**config.mk**
```make
export PLATFORM = sky130hd
export DESIGN_NAME = id_stage_hs
export DESIGN_NICKNAME = d
export VERILOG_FILES = /design/src/rtl/id_stage_hs.sv
export SDC_FILE = /design/constraint.sdc
export NUM_CORES = 2
export LEC_CHECK = 0
export BUFFER_PORTS_ARGS = -buffer_cell sky130_fd_sc_hd__buf_4
export CORE_UTILIZATION = 40
export CTS_CLUSTER_DIAMETER = 30
export CTS_CLUSTER_SIZE = 16
export DETAILED_ROUTE_END_ITERATION = 8
export GPL_ROUTABILITY_DRIVEN = 0
export GPL_TIMING_DRIVEN = 0
export PLACE_DENSITY = 0.57
export SYNTH_ARGS = -nofsm -noshare
export SYNTH_HDL_FRONTEND = slang
export SYNTH_SLANG_ARGS = --single-unit
```
**constraint.sdc**
```tcl
create_clock -name i_clk -period 5.6 [get_ports i_clk]
set_input_delay 1.12 -clock i_clk [delete_from_list [all_inputs] [get_ports i_clk]]
set_output_delay 1.12 -clock i_clk [all_outputs]
set_load 0.1 [all_outputs]
```
**src/rtl/id_stage_hs.sv**
```systemverilog
// Handshaked RV32I decode stage with ID/EX register, load-use bubble insertion and backpressure hold.
// Optional WB-to-ID operand bypass is enabled by defining ID_WB_BYPASS_EN.
module id_stage_hs #(
    parameter int          WIDTH       = 32,
    parameter int          I_ADD_SIZE  = 32,
    parameter int          RF_ADD_SIZE = 5,
    parameter logic [2:0]  LOAD_WB_SRC = 3'b001
) (
    input  logic                   i_clk,
    input  logic                   i_rstn,
    input  logic                   i_id_valid,
    output logic                   o_id_ready,
    input  logic [I_ADD_SIZE-1:0]  i_id_instr,
    input  logic [I_ADD_SIZE-1:0]  i_id_pc,
    input  logic [I_ADD_SIZE-1:0]  i_id_pc_plus4,
    input  logic                   i_we,
    input  logic [RF_ADD_SIZE-1:0] i_wb_dst,
    input  logic [WIDTH-1:0]       i_iwb_data,
    input  logic                   i_ie_flush,
    output logic                   o_ie_valid,
    input  logic                   i_ie_ready,
    output logic [12:0]            o_ie_ctrl,
    output logic [WIDTH-1:0]       o_ie_rf_src_0,
    output logic [WIDTH-1:0]       o_ie_rf_src_1,
    output logic [WIDTH-1:0]       o_ie_sx_data,
    output logic [I_ADD_SIZE-1:0]  o_ie_pc,
    output logic [I_ADD_SIZE-1:0]  o_ie_pc_plus4,
    output logic [RF_ADD_SIZE-1:0] o_ie_src_0,
    output logic [RF_ADD_SIZE-1:0] o_ie_src_1,
    output logic [RF_ADD_SIZE-1:0] o_ie_dst,
    output logic                   o_hazard
);

    logic [6:0]             opcode;
    logic [2:0]             funct3;
    logic [RF_ADD_SIZE-1:0] rs0, rs1, rd;
    logic                   branch, jump, alu_op_src, rf_we, bu_jb, mem_we;
    logic [3:0]             alu_ctrl;
    logic [2:0]             wb_src;
    logic [31:0]            imm_sel;
    logic [12:0]            ctrl_dec;
    logic [WIDTH-1:0]       sx_dec;

    assign opcode = i_id_instr[6:0];
    assign funct3 = i_id_instr[14:12];
    assign rs0    = RF_ADD_SIZE'(i_id_instr[19:15]);
    assign rs1    = RF_ADD_SIZE'(i_id_instr[24:20]);
    assign rd     = RF_ADD_SIZE'(i_id_instr[11:7]);

    // control_unit and sign_extend
    always_comb begin
        branch     = 1'b0;
        jump       = 1'b0;
        alu_op_src = 1'b0;
        alu_ctrl   = 4'b0000;
        rf_we      = 1'b0;
        wb_src     = 3'b000;
        bu_jb      = 1'b0;
        mem_we     = 1'b0;
        imm_sel    = '0;
        case (opcode)
            7'b0110011: begin
                rf_we    = 1'b1;
                alu_ctrl = {i_id_instr[30], funct3};
            end
            7'b0010011: begin
                alu_op_src = 1'b1;
                rf_we      = 1'b1;
                alu_ctrl   = {(funct3 == 3'b101) & i_id_instr[30], funct3};
                imm_sel    = {{20{i_id_instr[31]}}, i_id_instr[31:20]};
            end
            7'b0000011: begin
                alu_op_src = 1'b1;
                rf_we      = 1'b1;
                wb_src     = LOAD_WB_SRC;
                imm_sel    = {{20{i_id_instr[31]}}, i_id_instr[31:20]};
            end
            7'b0100011: begin
                alu_op_src = 1'b1;
                mem_we     = 1'b1;
                imm_sel    = {{20{i_id_instr[31]}}, i_id_instr[31:25], i_id_instr[11:7]};
            end
            7'b1100011: begin
                branch   = 1'b1;
                alu_ctrl = 4'b1000;
                imm_sel  = {{19{i_id_instr[31]}}, i_id_instr[31], i_id_instr[7],
                            i_id_instr[30:25], i_id_instr[11:8], 1'b0};
            end
            7'b1101111: begin
                jump    = 1'b1;
                rf_we   = 1'b1;
                wb_src  = 3'b010;
                imm_sel = {{11{i_id_instr[31]}}, i_id_instr[31], i_id_instr[19:12],
                           i_id_instr[20], i_id_instr[30:21], 1'b0};
            end
            7'b1100111: begin
                jump       = 1'b1;
                alu_op_src = 1'b1;
                rf_we      = 1'b1;
                wb_src     = 3'b010;
                bu_jb      = 1'b1;
                imm_sel    = {{20{i_id_instr[31]}}, i_id_instr[31:20]};
            end
            7'b0110111: begin
                alu_op_src = 1'b1;
                rf_we      = 1'b1;
                wb_src     = 3'b011;
                imm_sel    = {i_id_instr[31:12], 12'b0};
            end
            7'b0010111: begin
                rf_we   = 1'b1;
                wb_src  = 3'b100;
                imm_sel = {i_id_instr[31:12], 12'b0};
            end
            default: ;
        endcase
    end

    assign ctrl_dec = {branch, jump, alu_op_src, alu_ctrl, rf_we, wb_src, bu_jb, mem_we};
    assign sx_dec   = WIDTH'(signed'(imm_sel));

    // regfile: x0 is never written, so reads of x0 return zero
    logic [WIDTH-1:0] rf_q [2**RF_ADD_SIZE];
    logic [WIDTH-1:0] rd_0, rd_1, op_0, op_1;

    always_ff @(posedge i_clk or negedge i_rstn) begin
        if (!i_rstn) begin
            for (int i = 0; i < 2**RF_ADD_SIZE; i++) rf_q[i] <= '0;
        end else if (i_we && (i_wb_dst != '0)) begin
            rf_q[i_wb_dst] <= i_iwb_data;
        end
    end

    assign rd_0 = rf_q[rs0];
    assign rd_1 = rf_q[rs1];

`ifdef ID_WB_BYPASS_EN
    assign op_0 = (i_we && (i_wb_dst != '0) && (i_wb_dst == rs0)) ? i_iwb_data : rd_0;
    assign op_1 = (i_we && (i_wb_dst != '0) && (i_wb_dst == rs1)) ? i_iwb_data : rd_1;
`else
    assign op_0 = rd_0;
    assign op_1 = rd_1;
`endif

    // ID/EX register
    logic                   valid_q, valid_d;
    logic [12:0]            ctrl_q, ctrl_d;
    logic [WIDTH-1:0]       op0_q, op0_d, op1_q, op1_d, sx_q, sx_d;
    logic [I_ADD_SIZE-1:0]  pc_q, pc_d, pc4_q, pc4_d;
    logic [RF_ADD_SIZE-1:0] src0_q, src0_d, src1_q, src1_d, dst_q, dst_d;
    logic                   advance, hazard;

    assign advance = ~valid_q | i_ie_ready;
    assign hazard  = i_id_valid & valid_q & (ctrl_q[4:2] == LOAD_WB_SRC) & (dst_q != '0)
                   & ((dst_q == rs0) | (dst_q == rs1));

    always_comb begin
        valid_d = valid_q;
        ctrl_d  = ctrl_q;
        op0_d   = op0_q;
        op1_d   = op1_q;
        sx_d    = sx_q;
        pc_d    = pc_q;
        pc4_d   = pc4_q;
        src0_d  = src0_q;
        src1_d  = src1_q;
        dst_d   = dst_q;
        // flush, bubble and empty slot all collapse to an all-zero entry
        if (i_ie_flush || (advance && (hazard || !i_id_valid))) begin
            valid_d = 1'b0;
            ctrl_d  = '0;
            op0_d   = '0;
            op1_d   = '0;
            sx_d    = '0;
            pc_d    = '0;
            pc4_d   = '0;
            src0_d  = '0;
            src1_d  = '0;
            dst_d   = '0;
        end else if (advance) begin
            valid_d = 1'b1;
            ctrl_d  = ctrl_dec;
            op0_d   = op_0;
            op1_d   = op_1;
            sx_d    = sx_dec;
            pc_d    = i_id_pc;
            pc4_d   = i_id_pc_plus4;
            src0_d  = rs0;
            src1_d  = rs1;
            dst_d   = rd;
        end
    end

    always_ff @(posedge i_clk or negedge i_rstn) begin
        if (!i_rstn) begin
            valid_q <= 1'b0;
            ctrl_q  <= '0;
            op0_q   <= '0;
            op1_q   <= '0;
            sx_q    <= '0;
            pc_q    <= '0;
            pc4_q   <= '0;
            src0_q  <= '0;
            src1_q  <= '0;
            dst_q   <= '0;
        end else begin
            valid_q <= valid_d;
            ctrl_q  <= ctrl_d;
            op0_q   <= op0_d;
            op1_q   <= op1_d;
            sx_q    <= sx_d;
            pc_q    <= pc_d;
            pc4_q   <= pc4_d;
            src0_q  <= src0_d;
            src1_q  <= src1_d;
            dst_q   <= dst_d;
        end
    end

    assign o_id_ready    = i_ie_flush | (advance & ~hazard);
    assign o_hazard      = hazard;
    assign o_ie_valid    = valid_q;
    assign o_ie_ctrl     = ctrl_q;
    assign o_ie_rf_src_0 = op0_q;
    assign o_ie_rf_src_1 = op1_q;
    assign o_ie_sx_data  = sx_q;
    assign o_ie_pc       = pc_q;
    assign o_ie_pc_plus4 = pc4_q;
    assign o_ie_src_0    = src0_q;
    assign o_ie_src_1    = src1_q;
    assign o_ie_dst      = dst_q;

endmodule

```
==> qor.tcl <==
set qor(outcome) {finished with violations}
set qor(violations) {max-capacitance violations, max-slew violations}
set qor(fin_crit_sh_pct) 85.15
set qor(drt_iter0_markers) 3837
set qor(synth_nets) 3993
set qor(detailroute.wirelength.met2_um) 99890
set qor(topRoutingLayerUsed) {met5}
set qor(data_arrival_time_at_the_worst_slack_endpoint_ps) 3650
set qor(post_route_cells_drive_above_1_share_pct) 52.15
set qor(post_cts_resized) 0
set qor(synth_fa_ha_area_share_pct) 0
set qor(startpoint) {o_ie_valid$_DFFE_PN0P_}
set qor(maxCapViolCount) 4
set qor(area.growth.synth_to_final_pct) 26.58
set qor(critPathSlowestCell) {sky130_fd_sc_hd__clkbuf_2}
set qor(timing.rr.start) {o_ie_valid$_DFFE_PN0P_}
set qor(finalWorstPathRequiredPeriod_ps) 4768
set qor(internal_power_mw) 25.88
set qor(setup-tns-final_ps) 0
set qor(actual_transition_at_the_worst_max_transition_pin_ps) 1524
set qor(grt_remaining_overflow) 0
set qor(synth_compound_area_share_pct) 5.725
set qor(totalWireLength_um) 220500
set qor(switching_share_of_total_power_pct) 24.95
set qor(slew_headroom_pct) -1.620
set qor(path_cells) {nand2b_1 -> nor2_1 -> clkbuf_2 -> clkbuf_1 -> nor2_1 -> buf_4}
set qor(hold_viol_final) 0
set qor(synthesis.area_mm2) 0.05957
set qor(crit_path_max_incr_delay_ps) 710
set qor(synth.yosys.seq_area_share_pct) 50.95
set qor(worstSetupEndpointType) {primary output}
set qor(synth_cells) 3854
set qor(final_hpwl_from_detailed_placement_um) 146500
set qor(worst_hold_path_type) {in2async}
set qor(io_buffer_count) 323
set qor(grt_max_degree) 173
set qor(vias_per_cell) 6.194
set qor(timing.critical_path.required_ps) 4480
set qor(num_rows) 141
set qor(synthXorXnorAreaFrac_pct) 0.1470
set qor(critical_path.max_fanout) 10
set qor(post-route-util_pct) 51.01
set qor(grt.total_usage_pct) 29.39
set qor(count_of_endpoints_failing_setup_in_the_final_report) 0
set qor(setup.worst_path.class) {reg2out}
set qor(numCtsBuffers) 315
set qor(die_h_um) 387.9
set qor(clock_power_share_pct) 53.1
set qor(route.detailed.wl_per_inst_um) 33.09
set qor(postSynth.topFlopCell) {sky130_fd_sc_hd__dfrtp_1}
set qor(fmaxAchievable_ghz) 0.2097
set qor(vdd.ir_drop.worst_v) 0.0002856
set qor(cts_tree) {done}
set qor(sequentialPowerShare_pct) 32.8
set qor(combinationalPowerShare_pct) 14.1
set qor(synth.ff_latch_count) 1213
set qor(remaining_number_of_nets_flagged_by_the_antenna_check_after_routing) 0
set qor(synthMuxAreaShare_pct) 38.11
set qor(drc) 0
set qor(clkLatencyLatePin_ps) 920
set qor(synth_top_family_by_area) {multiplexers}
set qor(synth_async_sr_flop_share_pct) 100.0
set qor(synth.lib_cells_used.distinct) 47
set qor(number_of_synthesized_flops_with_an_enable_pin) 0
set qor(met3_wirelength_um) 18910
set qor(avgSynthCellArea_um2) 15.46
set qor(design.portCount) 330
set qor(register_clock_pin_slew_on_the_reported_worst_setup_and_hold_paths_ps) 40
set qor(fp.dieW_um) 387.9
set qor(cts_hold_repair.buffers) 0
set qor(cpMostUsedCell) {sky130_fd_sc_hd__nor2_1}
set qor(drt-met1-wl_um) 90140
set qor(p_leak_nw) 33.23
set qor(skew_ps) 50.85
set qor(nets) 4642
set qor(cts.path.max_buffers) 4
set qor(number_of_antenna_violations_at_the_first_check_in_global_routing) 6
set qor(final_max_slew_viol_count) 42
set qor(grt_setup_unrepaired) {false}
set qor(drt_pre_antenna_iters) 6
set qor(die_area_mm2) 0.1505
set qor(post_synth_simple_gate_area_pct) 1.802
set qor(fp.coreArea_mm2) 0.1478
set qor(via_count_of_the_first_global_routing_pass) 42703
set qor(vias) 41265
set qor(number_of_buffers_inserted_by_post_cts_setup_repair) 0
set qor(cts_htree_levels) 5
set qor(grt_first_pass_wirelength_um) 314400
set qor(netSwitchingPower_mw) 8.604
set qor(initial_core_util_pct) 40.30
set qor(power.density_mw_per_mm2) 457.2
set qor(critical_path.startpoint_type) {flop}
set qor(clock_sink_count) 1213
set qor(yosysWarnings) 0
set qor(cts_root_buf) {sky130_fd_sc_hd__clkbuf_16}
set qor(final_hold_slack_ps) 157.8
[area by class of cell]
class,count,area (um^2)
Timing Repair Buffer,332,2680
Inverter,2,7.507
Buffer,441,1947
Sequential cell,1213,30350
Tap cell,1930,2415
Clock buffer,419,8942
Multi-Input combinational cell,2198,27270
Antenna cell,3,7.507
Fill cell,12466,72430
Clock inverter,124,1785
[final timing paths]
| check | to | cells after the start | slack, ps |
|---|---|---|---|
| hold / removal | o_ie_pc[7]$_DFFE_PN0P_ | 1 | 160 |
| min in group i_clk | o_ie_pc[28]$_DFFE_PN0P_ | 2 | 440 |
| setup reg to reg | o_ie_rf_src_1[20]$_DFFE_PN0P_ | 5 | 2400 |
| hold reg to reg | rf_q[1023]$_DFFE_PN0P_ | 1 | 470 |
| setup / recovery | o_id_ready | 6 | 830 |
| max in group asynchronous | o_ie_rf_src_1[20]$_DFFE_PN0P_ | 4 | 3270 |
[worst max-delay path: cells and delay by family (launching register included)]
family | cells | cell delay (ps)
AND/OR/NAND/NOR | 3 | 930
buffers and inverters | 3 | 1410
flip-flops | 1 | 420
[cells in the mapped netlist (all sizes together), types with 2 or more instances]
cell | instances | area [um^2]
nor4 | 65 | 406.6
o22ai | 256 | 1602
buf | 168 | 914.6
or3 | 2 | 12.51
clkbuf | 273 | 1025
nor3b | 4 | 30.03
a32o | 5 | 50.05
inv | 2 | 7.510
nand2 | 59 | 221.5
nor3 | 5 | 25.02
nand3b | 10 | 75.07
a22o | 160 | 1401
and3 | 3 | 18.77
nor2 | 27 | 101.4
nand2b | 3 | 18.77
dfrtp | 1213 | 30350
mux2 | 992 | 11170
mux4 | 512 | 11530
o211ai | 2 | 20.02
o21ai | 31 | 155.1
a31oi | 2 | 12.51
xor2 | 10 | 87.58
nand3 | 7 | 35.03
a22oi | 2 | 15.01
or3b | 5 | 43.79
a21oi | 21 | 105.1
[power by group through the flow]
stage	registers, mW	logic (mW)	clock network, mW
2_1_floorplan	11.4	3.22	0
3_3_place_gp	11.3	4.73	0
6_report	11.3	4.86	18.3
4_1_cts	11.3	4.86	18.5
5_1_grt	11.5	5.12	19.0
3_5_place_dp	11.4	4.85	0
[placed cells by master, fill, tap and decap left out, types with 59 or more instances in the layout]
| cell | instances |
|---|---|
| sky130_fd_sc_hd__o22ai_1 | 256 |
| sky130_fd_sc_hd__a22o_1 | 160 |
| sky130_fd_sc_hd__dfrtp_1 | 1213 |
| sky130_fd_sc_hd__buf_4 | 348 |
| sky130_fd_sc_hd__clkbuf_1 | 312 |
| sky130_fd_sc_hd__clkbuf_16 | 322 |
| sky130_fd_sc_hd__mux4_2 | 512 |
| sky130_fd_sc_hd__nor4_1 | 65 |
| sky130_fd_sc_hd__mux2_2 | 992 |
| sky130_fd_sc_hd__buf_2 | 80 |
| sky130_fd_sc_hd__nand2_1 | 59 |
[flip-flops by register name, indices dropped and copies added, names as in the netlist]
name / cells
o_ie_ctrl: 13
o_ie_dst: 5
o_ie_pc: 32
o_ie_pc_plus4: 32
o_ie_rf_src_0: 32
o_ie_rf_src_1: 32
o_ie_src_0: 5
o_ie_src_1: 5
o_ie_sx_data: 32
o_ie_valid: 1
rf_q: 1024
[metal layers]
metal | vias to the layer above | global-route usage, %
met1 | 22187 | 38.69
met3 | 531 | 8.770
li1 | 16567 | -
met4 | 8 | 14.57
met2 | 1972 | 44.19
met5 | - | 0
[cells by family (layout without fill, tap and decap cells)]
kind of cell | after synthesis | after routing
AOI/OAI and AO/OA | 484 | 484
xor gates and xnor gates | 10 | 10
buffers and inverters | 443 | 1318
DFF | 1213 | 1213
muxes | 1504 | 1504
other | 0 | 3
and+or+nand+nor | 200 | 200
[stage by stage]
step | area (um^2) | std cells | power (mW) | setup WS, ps
final | 75410 | 6662 | 34.48 | 831.9
after global routing | 75400 | 6659 | 35.61 | 603.8
after CTS | 75380 | 6658 | 34.59 | 705.3
after detailed placement | 64660 | 6115 | 16.20 | 501.9
after global placement | 64410 | 6107 | 16.01 | -11830
after floorplan | 59570 | 3854 | 14.64 | 1316
Power figures use the tool's default switching activity.
